## config.mk

```make
export PLATFORM = sky130hd
export DESIGN_NAME = dump_unit
export DESIGN_NICKNAME = d
export VERILOG_FILES = /design/src/rtl/dump_unit.sv
export SDC_FILE = /design/constraint.sdc
export NUM_CORES = 1
export LEC_CHECK = 0
export ABC_AREA = 1
export ABC_CLOCK_PERIOD_IN_PS = 3700
export BUFFER_PORTS_ARGS = -buffer_cell sky130_fd_sc_hd__buf_2
export CELL_PAD_IN_SITES_DETAIL_PLACEMENT = 1
export CELL_PAD_IN_SITES_GLOBAL_PLACEMENT = 1
export CORE_MARGIN = 1
export CORE_UTILIZATION = 40
export DETAILED_ROUTE_END_ITERATION = 8
export PLACE_DENSITY = 0.81
export RECOVER_POWER = 50
export SETUP_SLACK_MARGIN = 0.3
export SLEW_MARGIN = 20
export SYNTH_ARGS = -nofsm -noshare
export SYNTH_HDL_FRONTEND = slang
export SYNTH_SLANG_ARGS = --single-unit
export TNS_END_PERCENT = 50
```

## constraint.sdc

```tcl
create_clock -name clk -period 3.7 [get_ports clk]
set_input_delay 0.37 -clock clk [delete_from_list [all_inputs] [get_ports clk]]
set_output_delay 0.37 -clock clk [all_outputs]
set_load 0.005 [all_outputs]
```

## src/rtl/dump_unit.sv

```systemverilog
// dump_unit: replays one channel's circular sample RAM, oldest entry first, to the UART.
// Latency: first trmt 3 cycles after dump_start (header byte after 1 cycle when DUMP_HDR_EN is defined).
// Backpressure: one byte in flight; the next RAM read waits for tx_done of the previous byte.
module dump_unit #(
   parameter int ENTRIES = 384,
   parameter int LOG2    = 9
) (
   input  logic            clk,
   input  logic            rst_n,
   input  logic            dump_start,
   input  logic [2:0]      dump_ch,
   input  logic [LOG2-1:0] waddr,
   input  logic [7:0]      rdata,
   input  logic            tx_done,
   output logic [2:0]      ch_sel,
   output logic            ren,
   output logic [LOG2-1:0] raddr,
   output logic [7:0]      tx_data,
   output logic            trmt,
   output logic            busy,
   output logic            dump_done
);

   // Byte count is one bit wider than the address so that ENTRIES itself fits.
   localparam logic [LOG2:0]   ENT_CNT   = (LOG2+1)'(ENTRIES);
   localparam logic [LOG2-1:0] LAST_ADDR = LOG2'(ENTRIES - 1);

   typedef enum logic [2:0] {
      S_IDLE    = 3'd0,
`ifdef DUMP_HDR_EN
      S_HDR     = 3'd1,
`endif
      S_RD      = 3'd2,
      S_LATCH   = 3'd3,
      S_WAIT_TX = 3'd4,
      S_DONE    = 3'd5
   } state_t;

   state_t          state, nxt;
   logic [LOG2-1:0] rd_ptr;
   logic [LOG2-1:0] raddr_q;
   logic [LOG2:0]   byte_cnt;

   // State register; reset drops any dump in progress without a dump_done.
   always_ff @(posedge clk or negedge rst_n) begin
      if (!rst_n) state <= S_IDLE;
      else        state <= nxt;
   end

   // Next-state logic; dump_start is only looked at in IDLE, tx_done only while a byte is out.
   always_comb begin
      nxt = state;
      case (state)
         S_IDLE: begin
            if (dump_start) begin
`ifdef DUMP_HDR_EN
               nxt = S_HDR;
`else
               nxt = S_RD;
`endif
            end
         end
`ifdef DUMP_HDR_EN
         S_HDR:     if (tx_done) nxt = S_RD;
`endif
         S_RD:      nxt = S_LATCH;
         S_LATCH:   nxt = S_WAIT_TX;
         S_WAIT_TX: begin
            if (tx_done) nxt = (byte_cnt == ENT_CNT) ? S_DONE : S_RD;
         end
         S_DONE:    nxt = S_IDLE;
         default:   nxt = S_IDLE;
      endcase
   end

   // State-decoded outputs; raddr keeps the last read address outside RD.
   always_comb begin
      ren       = (state == S_RD);
      busy      = (state != S_IDLE);
      dump_done = (state == S_DONE);
      raddr     = (state == S_RD) ? rd_ptr : raddr_q;
   end

   // Datapath: channel/pointer capture on start, byte latch and pointer advance per sample.
   always_ff @(posedge clk or negedge rst_n) begin
      if (!rst_n) begin
         ch_sel   <= '0;
         rd_ptr   <= '0;
         raddr_q  <= '0;
         byte_cnt <= '0;
         tx_data  <= '0;
         trmt     <= 1'b0;
      end else begin
         trmt <= 1'b0;
         case (state)
            S_IDLE: begin
               if (dump_start) begin
                  ch_sel   <= dump_ch;
                  // An out-of-range write address can only mean the RAM never wrapped; start at 0.
                  rd_ptr   <= ({1'b0, waddr} >= ENT_CNT) ? '0 : waddr;
                  byte_cnt <= '0;
`ifdef DUMP_HDR_EN
                  tx_data  <= {5'b10100, dump_ch};
                  trmt     <= 1'b1;
`endif
               end
            end
            S_RD: raddr_q <= rd_ptr;
            S_LATCH: begin
               tx_data  <= rdata;
               trmt     <= 1'b1;
               rd_ptr   <= (rd_ptr == LAST_ADDR) ? '0 : rd_ptr + 1'b1;
               byte_cnt <= byte_cnt + 1'b1;
            end
            default: ;
         endcase
      end
   end

endmodule

```

==> impl_results.html, run 1 <==
<table>
<tr><th>Metric</th><th>Value</th></tr>
<tr><th colspan="2">Clocking</th></tr>
<tr><td>Total CTS buffers</td><td>5</td></tr>
<tr><td>Total clock sinks</td><td>43</td></tr>
<tr><td>CTS Buffer Depth</td><td>2</td></tr>
<tr><td>Hold-fix buffer count after cts</td><td>0</td></tr>
<tr><td>Resized cells post-CTS</td><td>0</td></tr>
<tr><td>Master cell of the clock root buffer</td><td>sky130_fd_sc_hd__clkbuf_8</td></tr>
<tr><td>Post-CTS Setup Bufs</td><td>0</td></tr>
<tr><td>Clock transition at the registers of the reported paths</td><td>~80 ps</td></tr>
<tr><td>TritonCTS clock tree</td><td>built</td></tr>
<tr><td>Worst-Skew Late Latency</td><td>between 200 and 300 ps</td></tr>
<tr><td>Htree depth</td><td>2</td></tr>
<tr><th colspan="2">Setup path</th></tr>
<tr><td>CP Launch Type</td><td>input port</td></tr>
<tr><td>Endpoint arrival time on the critical path</td><td>approximately 2000 ps</td></tr>
<tr><td>Largest fanout of any net on the critical path</td><td>43</td></tr>
<tr><td>Data required time of the critical path</td><td>between 3000 and 4000 ps</td></tr>
<tr><td>Buf/Inv on CP</td><td>1</td></tr>
<tr><td>Worst path max stage delay</td><td>~1600 ps</td></tr>
<tr><td>Library cell contributing the largest single delay on the critical path</td><td>sky130_fd_sc_hd__clkbuf_1</td></tr>
<tr><td>Path depth of the worst reg2reg path</td><td>7</td></tr>
<tr><td>Worst path top cell family by delay</td><td>buffers and inverters</td></tr>
<tr><td>CP cell instances</td><td>clkbuf_1</td></tr>
<tr><td>Critical path class</td><td>in -&gt; async</td></tr>
<tr><td>Startpoint of the worst register-to-register path</td><td>state[2]</td></tr>
<tr><td>Crit path capture type</td><td>async pin</td></tr>
<tr><td>Destination of the worst register-to-register timing path</td><td>rd_ptr[7]</td></tr>
<tr><td>Reg2reg setup slack</td><td>~1900 ps</td></tr>
<tr><th colspan="2">GRT</th></tr>
<tr><td>Largest net degree at the start of global routing</td><td>44</td></tr>
<tr><td>Number of global-route vias before repair</td><td>2,019</td></tr>
<tr><td>GRT overflow</td><td>0</td></tr>
<tr><td>Number of antenna violations at the first check in global routing</td><td>0</td></tr>
<tr><td>GRT Util Overall</td><td>between 20% and 30%</td></tr>
<tr><td>Global-route wire length before repair</td><td>about 9.5 mm</td></tr>
<tr><th colspan="2">Power and ir drop</th></tr>
<tr><td>Design Power</td><td>about 2300 uW</td></tr>
<tr><td>Max rail drop VDD</td><td>approximately 420 uV</td></tr>
<tr><td>Leakage dissipation</td><td>0.001359 uW</td></tr>
<tr><td>Power per unit of standard cell area</td><td>893.1 nW/um2</td></tr>
<tr><th colspan="2">STA</th></tr>
<tr><td>Worst Tran Pin Value</td><td>between 2000 and 2500 ps</td></tr>
<tr><td>Portion of the clock cycle consumed by the worst path in the final layout</td><td>a little under three fifths</td></tr>
<tr><td>Clk_skew</td><td>about 12 ps</td></tr>
<tr><td>Count of pins over their slew limit</td><td>44</td></tr>
<tr><td>Setup-violating endpoint count in the final report</td><td>0</td></tr>
<tr><td>Setup repair after global routing missed its margin</td><td>false</td></tr>
<tr><td>Final Hold Vio Count</td><td>0</td></tr>
<tr><td>Final critical-path required period</td><td>roughly 2100 ps</td></tr>
<tr><td>Post-route setup TNS</td><td>0 ps</td></tr>
<tr><td>Highest Clock Rate</td><td>475.4 MHz</td></tr>
<tr><td>Max-slew headroom</td><td>-54.93%</td></tr>
<tr><th colspan="2">Finish</th></tr>
<tr><td>Design Area, Final</td><td>between 2000 and 3000 um2</td></tr>
<tr><td>Layout cells sized above 1</td><td>20.80%</td></tr>
<tr><td>Count of inserted antenna diode cells</td><td>0</td></tr>
<tr><td>Area growth from synthesis to layout</td><td>16.16%</td></tr>
<tr><td>Final design utilization</td><td>around 49%</td></tr>
<tr><td>Post-layout net count</td><td>approximately 350</td></tr>
<tr><th colspan="2">Place</th></tr>
<tr><td>Placed inst area</td><td>roughly 2500 um2</td></tr>
<tr><td>HPWL after detailed placement</td><td>4.017 mm</td></tr>
<tr><td>IO Port Bufs</td><td>47</td></tr>
<tr><td>Final Wtd Congestion</td><td>0.7685</td></tr>
<tr><th colspan="2">Hold path</th></tr>
<tr><td>Startpoint of the worst hold path</td><td>rdata[1]</td></tr>
<tr><td>Type of the worst min-delay path</td><td>in -&gt; reg</td></tr>
<tr><td>Hold EP</td><td>tx_data[1]</td></tr>
<tr><td>Hold depth</td><td>3</td></tr>
<tr><th colspan="2">Yosys</th></tr>
<tr><td>Mapped Area</td><td>between 2000 and 2500 um2</td></tr>
<tr><td>Synth cell types</td><td>27</td></tr>
<tr><td>Cell types with the highest counts after synthesis</td><td>90 x sky130_fd_sc_hd__nand2_1, 43 x sky130_fd_sc_hd__dfrtp_1, 32 x sky130_fd_sc_hd__inv_1</td></tr>
<tr><td>Ys async rst share</td><td>between 90% and 100%</td></tr>
<tr><td>Post-synthesis cell type with the largest combined area</td><td>sky130_fd_sc_hd__dfrtp_1</td></tr>
<tr><td>Most common cell in the synthesized netlist</td><td>sky130_fd_sc_hd__nand2_1</td></tr>
<tr><td>EDFF count, synth</td><td>0</td></tr>
<tr><td>Synthesized area per cell</td><td>7.855 um2</td></tr>
<tr><td>Primary FF master, synth</td><td>sky130_fd_sc_hd__dfrtp_1</td></tr>
<tr><td>Post-synth top area share</td><td>approximately half</td></tr>
<tr><td>Part of the Yosys area used for sequential elements</td><td>48.75%</td></tr>
<tr><td>Synth area leaders</td><td>sky130_fd_sc_hd__dfrtp_1 49%, sky130_fd_sc_hd__nand2_1 15%, sky130_fd_sc_hd__inv_1 5.4%</td></tr>
<tr><td>Cells after Synth</td><td>281</td></tr>
<tr><td>Syn. warnings</td><td>0</td></tr>
<tr><td>Synthesized flop and latch total</td><td>43</td></tr>
<tr><td>Number of nets in the synthesized netlist</td><td>between 300 and 400</td></tr>
<tr><th colspan="2">Die</th></tr>
<tr><td>Cell Rows</td><td>26</td></tr>
<tr><td>Die Area</td><td>5819 um2</td></tr>
<tr><td>Initial cell density of the core</td><td>a little over two fifths</td></tr>
<tr><td>Die boundary width</td><td>around 76 um</td></tr>
<tr><td>Standard cell core area</td><td>approximately 5200 um2</td></tr>
<tr><td>IO Count</td><td>48</td></tr>
<tr><td>Die H</td><td>around 76 um</td></tr>
<tr><th colspan="2">Flow run</th></tr>
<tr><td>Max capacitance violation total</td><td>1</td></tr>
<tr><th colspan="2">Detailed routing</th></tr>
<tr><td>DRC Markers</td><td>0</td></tr>
<tr><td>Initial detailed-routing violation count</td><td>between 90 and 100</td></tr>
<tr><td>Via count of the routed design</td><td>approximately 2,000</td></tr>
<tr><td>Average wire length per cell after detail routing</td><td>13.73 um</td></tr>
<tr><td>Number of optimization iterations in the first detailed-route pass</td><td>4</td></tr>
<tr><td>Vias per inst</td><td>~5.0</td></tr>
<tr><td>Antenna violation net count after detailed routing</td><td>0</td></tr>
<tr><td>Total wire length after detailed routing</td><td>~5.5 mm</td></tr>
<tr><th colspan="2">Status</th></tr>
<tr><td>Result of the run</td><td>finished with violations</td></tr>
<tr><td>Violated checks</td><td>capacitance limit, slew limit</td></tr>
</table>
[final cells by class]
cell class                 instances  area, um2
inverter                          36      135.1
tap                               70      87.58
clock inverter                     1      30.03
fill                             699       2641
clock buffer                       6      72.57
sequential                        43       1076
timing repair buffer              47      230.2
multi-input combinational        194      932.1
[where the power goes]
group | leakage (uW) | switching [uW] | internal (uW)
combinational | 0.000773 | 682 | 397
sequential | 0.000535 | 164 | 693
clock | 0.0000513 | 156 | 198
[registers in the layout, indices dropped and copies added, names as in the netlist]
name      flops
rd_ptr        9
byte_cnt     10
ch_sel        3
raddr_q       9
trmt          1
state         3
tx_data       8
[worst reg2reg max path: cells and delay by family, from the launching register on]
family	cells	cell delay (ps)
compound gates	1	120
buf+inv	3	700
flops	1	410
simple gates	3	480
[placed cells by master (no fill, tap or decap)]
master	n
sky130_fd_sc_hd__nand2_1	90
sky130_fd_sc_hd__dfrtp_1	43
sky130_fd_sc_hd__buf_2	43
sky130_fd_sc_hd__inv_1	32
sky130_fd_sc_hd__nor2_1	27
sky130_fd_sc_hd__nand3_1	17
sky130_fd_sc_hd__o21ai_0	15
sky130_fd_sc_hd__a21oi_1	11
sky130_fd_sc_hd__o21ai_2	7
sky130_fd_sc_hd__nand4_1	5
sky130_fd_sc_hd__clkbuf_8	5
sky130_fd_sc_hd__clkbuf_1	5
sky130_fd_sc_hd__inv_2	4
sky130_fd_sc_hd__o21ai_1	4
sky130_fd_sc_hd__ha_1	3
sky130_fd_sc_hd__nor2_4	2
sky130_fd_sc_hd__o22ai_1	2
sky130_fd_sc_hd__a31oi_1	2
sky130_fd_sc_hd__nand3_4	1
sky130_fd_sc_hd__nor3_1	1
sky130_fd_sc_hd__nand3_2	1
sky130_fd_sc_hd__nand2_4	1
sky130_fd_sc_hd__a21oi_2	1
sky130_fd_sc_hd__nor2_2	1
sky130_fd_sc_hd__o21a_1	1
sky130_fd_sc_hd__nand3b_1	1
sky130_fd_sc_hd__or2_2	1
sky130_fd_sc_hd__bufinv_16	1
[cells by family (layout without fill, tap and decap cells)]
family / after synthesis / count (layout) / share of synthesized area [%]
DFF: 43 / 43 / 48.75
adders and majority gates: 3 / 3 / 1.701
AOI/OAI and AO/OA: 43 / 43 / 11.45
and+or+nand+nor: 148 / 148 / 29.08
buffers and inverters: 44 / 90 / 9.013
[worst max path at each step]
stage | start | to | slack, ps | depth (start not counted)
finish | rst_n | rd_ptr[2] | 1600 | 1
global route | rst_n | rd_ptr[2] | 1100 | 1
CTS | state[0] | raddr[8] | 1750 | 7
detailed placement | state[2] | rd_ptr[7] | 1930 | 7
global placement | state[2] | rd_ptr[7] | 2010 | 7
floorplan | state[0] | raddr[0] | 2240 | 6
[per-stage QoR]
step | hold WS, ps | instances | setup WS, ps
floorplan | 74.41 | 281 | 2240
global placement | 449.2 | 390 | 2009
detailed placement | 457.4 | 390 | 1927
CTS | 272.7 | 397 | 1748
global route | 290.9 | 397 | 1105
finish | 274.4 | 397 | 1597
[layer usage]
layer	global-route usage [%]	up-vias	routed length, um
met3	4.790	2	254
met1	27.16	948	2611
met2	34.05	44	2562
met4	4.423	0	23
li1	-	977	-
met5	0	-	0
No activity file was read; power rests on OpenSTA's default activity.
==> run 2: changes to the inputs <==
Settings changed: ABC_CLOCK_PERIOD_IN_PS 3700 to 1800, CORE_UTILIZATION 40 to 35, PLACE_DENSITY 0.81 to 0.76.
Clock period 3.7 ns to 1.8 ns, I/O delays scaled along.
==> impl_results.html, run 2 (synthesized netlist as in run 1, its figures left out) <==
<table>
<tr><th>Metric</th><th>Value</th></tr>
<tr><th colspan="2">STA</th></tr>
<tr><td>Portion of the clock cycle consumed by the worst path in the final layout</td><td>roughly 93%</td></tr>
<tr><td>Setup repair after global routing missed its margin</td><td>true</td></tr>
<tr><td>Post-route setup TNS</td><td>0 ps (unchanged)</td></tr>
<tr><td>Max-slew headroom</td><td>14.92% (+70 points)</td></tr>
<tr><td>PnR worst setup slack</td><td>118.9 ps (-1478 ps)</td></tr>
<tr><td>Setup-violating endpoint count in the final report</td><td>0 (unchanged)</td></tr>
<tr><td>Final Hold Vio Count</td><td>0 (unchanged)</td></tr>
<tr><td>Highest Clock Rate</td><td>around 590 MHz</td></tr>
<tr><td>Clk_skew</td><td>9.750 ps (-2.103 ps)</td></tr>
<tr><td>Final critical-path required period</td><td>between 1500 and 2000 ps</td></tr>
<tr><td>Worst Tran Pin Value</td><td>1276 ps (-1048 ps)</td></tr>
<tr><td>Count of pins over their slew limit</td><td>0 (-100%)</td></tr>
<tr><td>Min Hold Slack</td><td>79.57 ps (-194.9 ps)</td></tr>
<tr><th colspan="2">Place</th></tr>
<tr><td>HPWL after detailed placement</td><td>4.443 mm (+11%)</td></tr>
<tr><td>IO Port Bufs</td><td>47 (unchanged)</td></tr>
<tr><td>Placement-stage worst setup slack</td><td>206.4 ps (-1720 ps)</td></tr>
<tr><td>Final Wtd Congestion</td><td>0.8325 (+8.3%)</td></tr>
<tr><td>Placed inst area</td><td>2515 um2 (+2.0%)</td></tr>
<tr><th colspan="2">Clocking</th></tr>
<tr><td>Worst-Skew Late Latency</td><td>300 ps (about the same)</td></tr>
<tr><td>Total clock sinks</td><td>43 (unchanged)</td></tr>
<tr><td>TritonCTS clock tree</td><td>built</td></tr>
<tr><td>Clock transition at the registers of the reported paths</td><td>80 ps (about the same)</td></tr>
<tr><td>Total CTS buffers</td><td>5 (unchanged)</td></tr>
<tr><td>CTS Buffer Depth</td><td>2 (unchanged)</td></tr>
<tr><td>Master cell of the clock root buffer</td><td>sky130_fd_sc_hd__clkbuf_8</td></tr>
<tr><td>Htree depth</td><td>2 (unchanged)</td></tr>
<tr><th colspan="2">Die</th></tr>
<tr><td>Die Area</td><td>6628 um2 (+14%)</td></tr>
<tr><td>Cell Rows</td><td>28 (+7.7%)</td></tr>
<tr><td>Initial cell density of the core</td><td>36.84% (-5.6 points)</td></tr>
<tr><td>IO Count</td><td>48 (unchanged)</td></tr>
<tr><td>Die boundary width</td><td>81.41 um (+6.7%)</td></tr>
<tr><td>Standard cell core area</td><td>5991 um2 (+15%)</td></tr>
<tr><td>Die H</td><td>81.41 um (+6.7%)</td></tr>
<tr><th colspan="2">Setup path</th></tr>
<tr><td>Endpoint arrival time on the critical path</td><td>1500 ps (-520 ps)</td></tr>
<tr><td>Reg2reg setup slack</td><td>370 ps (-1570 ps)</td></tr>
<tr><td>CP cell instances</td><td>nor2_4 &gt; inv_2 &gt; nor2_4 &gt; buf_12 &gt; inv_6 &gt; nand2_2 &gt; o21ai_4 &gt; buf_2</td></tr>
<tr><td>Data required time of the critical path</td><td>1620 ps (-1990 ps)</td></tr>
<tr><td>Destination of the worst register-to-register timing path</td><td>byte_cnt[9]</td></tr>
<tr><td>Path depth of the worst reg2reg path</td><td>8 (+1)</td></tr>
<tr><td>Dominant cell type by count on the critical path</td><td>sky130_fd_sc_hd__nor2_4</td></tr>
<tr><td>Startpoint of the worst register-to-register path</td><td>state[0]</td></tr>
<tr><td>Critical path class</td><td>reg -&gt; out</td></tr>
<tr><td>Library cell contributing the largest single delay on the critical path</td><td>sky130_fd_sc_hd__dfrtp_2</td></tr>
<tr><td>Crit path capture type</td><td>primary output</td></tr>
<tr><td>Worst path max stage delay</td><td>440 ps (-1180 ps)</td></tr>
<tr><td>CP Launch Type</td><td>register</td></tr>
<tr><td>Largest fanout of any net on the critical path</td><td>8 (-81%)</td></tr>
<tr><th colspan="2">Detailed routing</th></tr>
<tr><td>Number of optimization iterations in the first detailed-route pass</td><td>4 (unchanged)</td></tr>
<tr><td>Antenna violation net count after detailed routing</td><td>0 (unchanged)</td></tr>
<tr><td>Via count of the routed design</td><td>2,131 (+8.1%)</td></tr>
<tr><td>Total wire length after detailed routing</td><td>6.457 mm (+18%)</td></tr>
<tr><td>Average wire length per cell after detail routing</td><td>15.05 um (+9.6%)</td></tr>
<tr><td>DRC Markers</td><td>0 (unchanged)</td></tr>
<tr><td>Initial detailed-routing violation count</td><td>85 (-11%)</td></tr>
<tr><td>Vias per inst</td><td>4.967 (about the same)</td></tr>
<tr><th colspan="2">Finish</th></tr>
<tr><td>Post-layout net count</td><td>380 (+7.3%)</td></tr>
<tr><td>Regs by FF count</td><td>byte_cnt x10, raddr_q x9, rd_ptr x9</td></tr>
<tr><td>Most frequent standard cell in the layout excluding fill and tap cells</td><td>sky130_fd_sc_hd__nand2_1</td></tr>
<tr><td>Design Area, Final</td><td>2861 um2 (+12%)</td></tr>
<tr><td>Reg with most FFs</td><td>byte_cnt</td></tr>
<tr><td>Count of inserted antenna diode cells</td><td>0 (unchanged)</td></tr>
<tr><td>Layout cells sized above 1</td><td>27.97% (+7.2 points)</td></tr>
<tr><td>Largest register FFs</td><td>10 (unchanged)</td></tr>
<tr><td>Most frequent cells in the layout</td><td>85 x sky130_fd_sc_hd__nand2_1, 42 x sky130_fd_sc_hd__dfrtp_1, 42 x sky130_fd_sc_hd__buf_2</td></tr>
<tr><td>Area growth from synthesis to layout</td><td>29.65%</td></tr>
<tr><td>Final design utilization</td><td>47.77% (-1.5 points)</td></tr>
<tr><th colspan="2">Hold path</th></tr>
<tr><td>Hold EP</td><td>tx_data[0]</td></tr>
<tr><td>Startpoint of the worst hold path</td><td>rdata[0]</td></tr>
<tr><td>Type of the worst min-delay path</td><td>in -&gt; reg</td></tr>
<tr><td>Hold depth</td><td>3 (unchanged)</td></tr>
<tr><th colspan="2">GRT</th></tr>
<tr><td>GRT overflow</td><td>0 (unchanged)</td></tr>
<tr><td>Number of antenna violations at the first check in global routing</td><td>0 (unchanged)</td></tr>
<tr><td>Largest net degree at the start of global routing</td><td>23 (-48%)</td></tr>
<tr><td>GRT Util Overall</td><td>20.12% (-0.37 points)</td></tr>
<tr><td>Global-route wire length before repair</td><td>9.880 mm (+3.5%)</td></tr>
<tr><td>Number of global-route vias before repair</td><td>2,110 (+4.5%)</td></tr>
<tr><th colspan="2">Power and ir drop</th></tr>
<tr><td>Max rail drop VDD</td><td>890.3 uV (+110%)</td></tr>
<tr><td>Power per unit of standard cell area</td><td>1932 nW/um2 (+120%)</td></tr>
<tr><td>Leakage dissipation</td><td>0.001492 uW (+9.8%)</td></tr>
<tr><th colspan="2">Flow run</th></tr>
<tr><td>Max capacitance violation total</td><td>0 (-1)</td></tr>
<tr><th colspan="2">Status</th></tr>
<tr><td>Result of the run</td><td>finished clean</td></tr>
</table>
==> run 2: changes by cell type in the layout (fill, tap and decap cells not counted), sizes merged <==
cell	change
bufinv	-1
clkbuf	+1
dlygate4sd3	+1
buf	+23
inv	+2
clkinv	+1
==> run 2: cell type report <==
cell class | instances | area (um2)
clock inverters | 1 | 5.005
flip-flops and latches | 43 | 1077
fillers | 772 | 3129
multi-input cells | 194 | 980.9
repair inverters | 2 | 15.01
clock buffers | 7 | 76.32
repair buffers | 71 | 467.9
inverters | 36 | 145.1
well taps | 75 | 93.84
==> run 2: per-layer routing <==
layer,routed length (um),GRT usage (%)
met3,218,3.778
met5,0,0
met4,164,6.429
met1,2860,25.19
met2,3215,34.75
==> run 2: what timing repair did <==
item,in CTS,in global routing
setup endpoints to repair,16,40
hold endpoints to repair,21,0
gates cloned,2,0
pin swaps,4,4
hold buffers,1,0
setup buffers,10,9
resized for setup,11,14
==> run 2: worst max-delay path: cells and delay by family (launching register included) <==
family	cells	cell delay (ps)
DFF	1	440
buffers and inverters	4	370
and+or+nand+nor	3	330
AOI/OAI and AO/OA	1	60
==> run 2: how the worst max path moves through the flow <==
stage / slack, ps / start / endpoint
floorplan: 530 / state[0] / raddr[0]
global placement: 340 / state[2] / rd_ptr[6]
detailed placement: 210 / rd_ptr[1] / rd_ptr[8]
CTS: 170 / state[2] / byte_cnt[2]
global route: 30 / state[0] / raddr[2]
finish: 120 / state[0] / raddr[0]
==> run 2: stage by stage <==
stage,cells,total power (uW)
floorplan,281,3320
global placement,399,3961
detailed placement,399,4091
CTS,420,5129
global route,429,5982
finish,429,5529
==> run 2: report_power, final <==
group          internal [uW]  total, uW  switching (uW)
clock                    273        603             330
sequential              1430       1790             361
combinational           1400       3140            1740
total                   3100       5530            2430
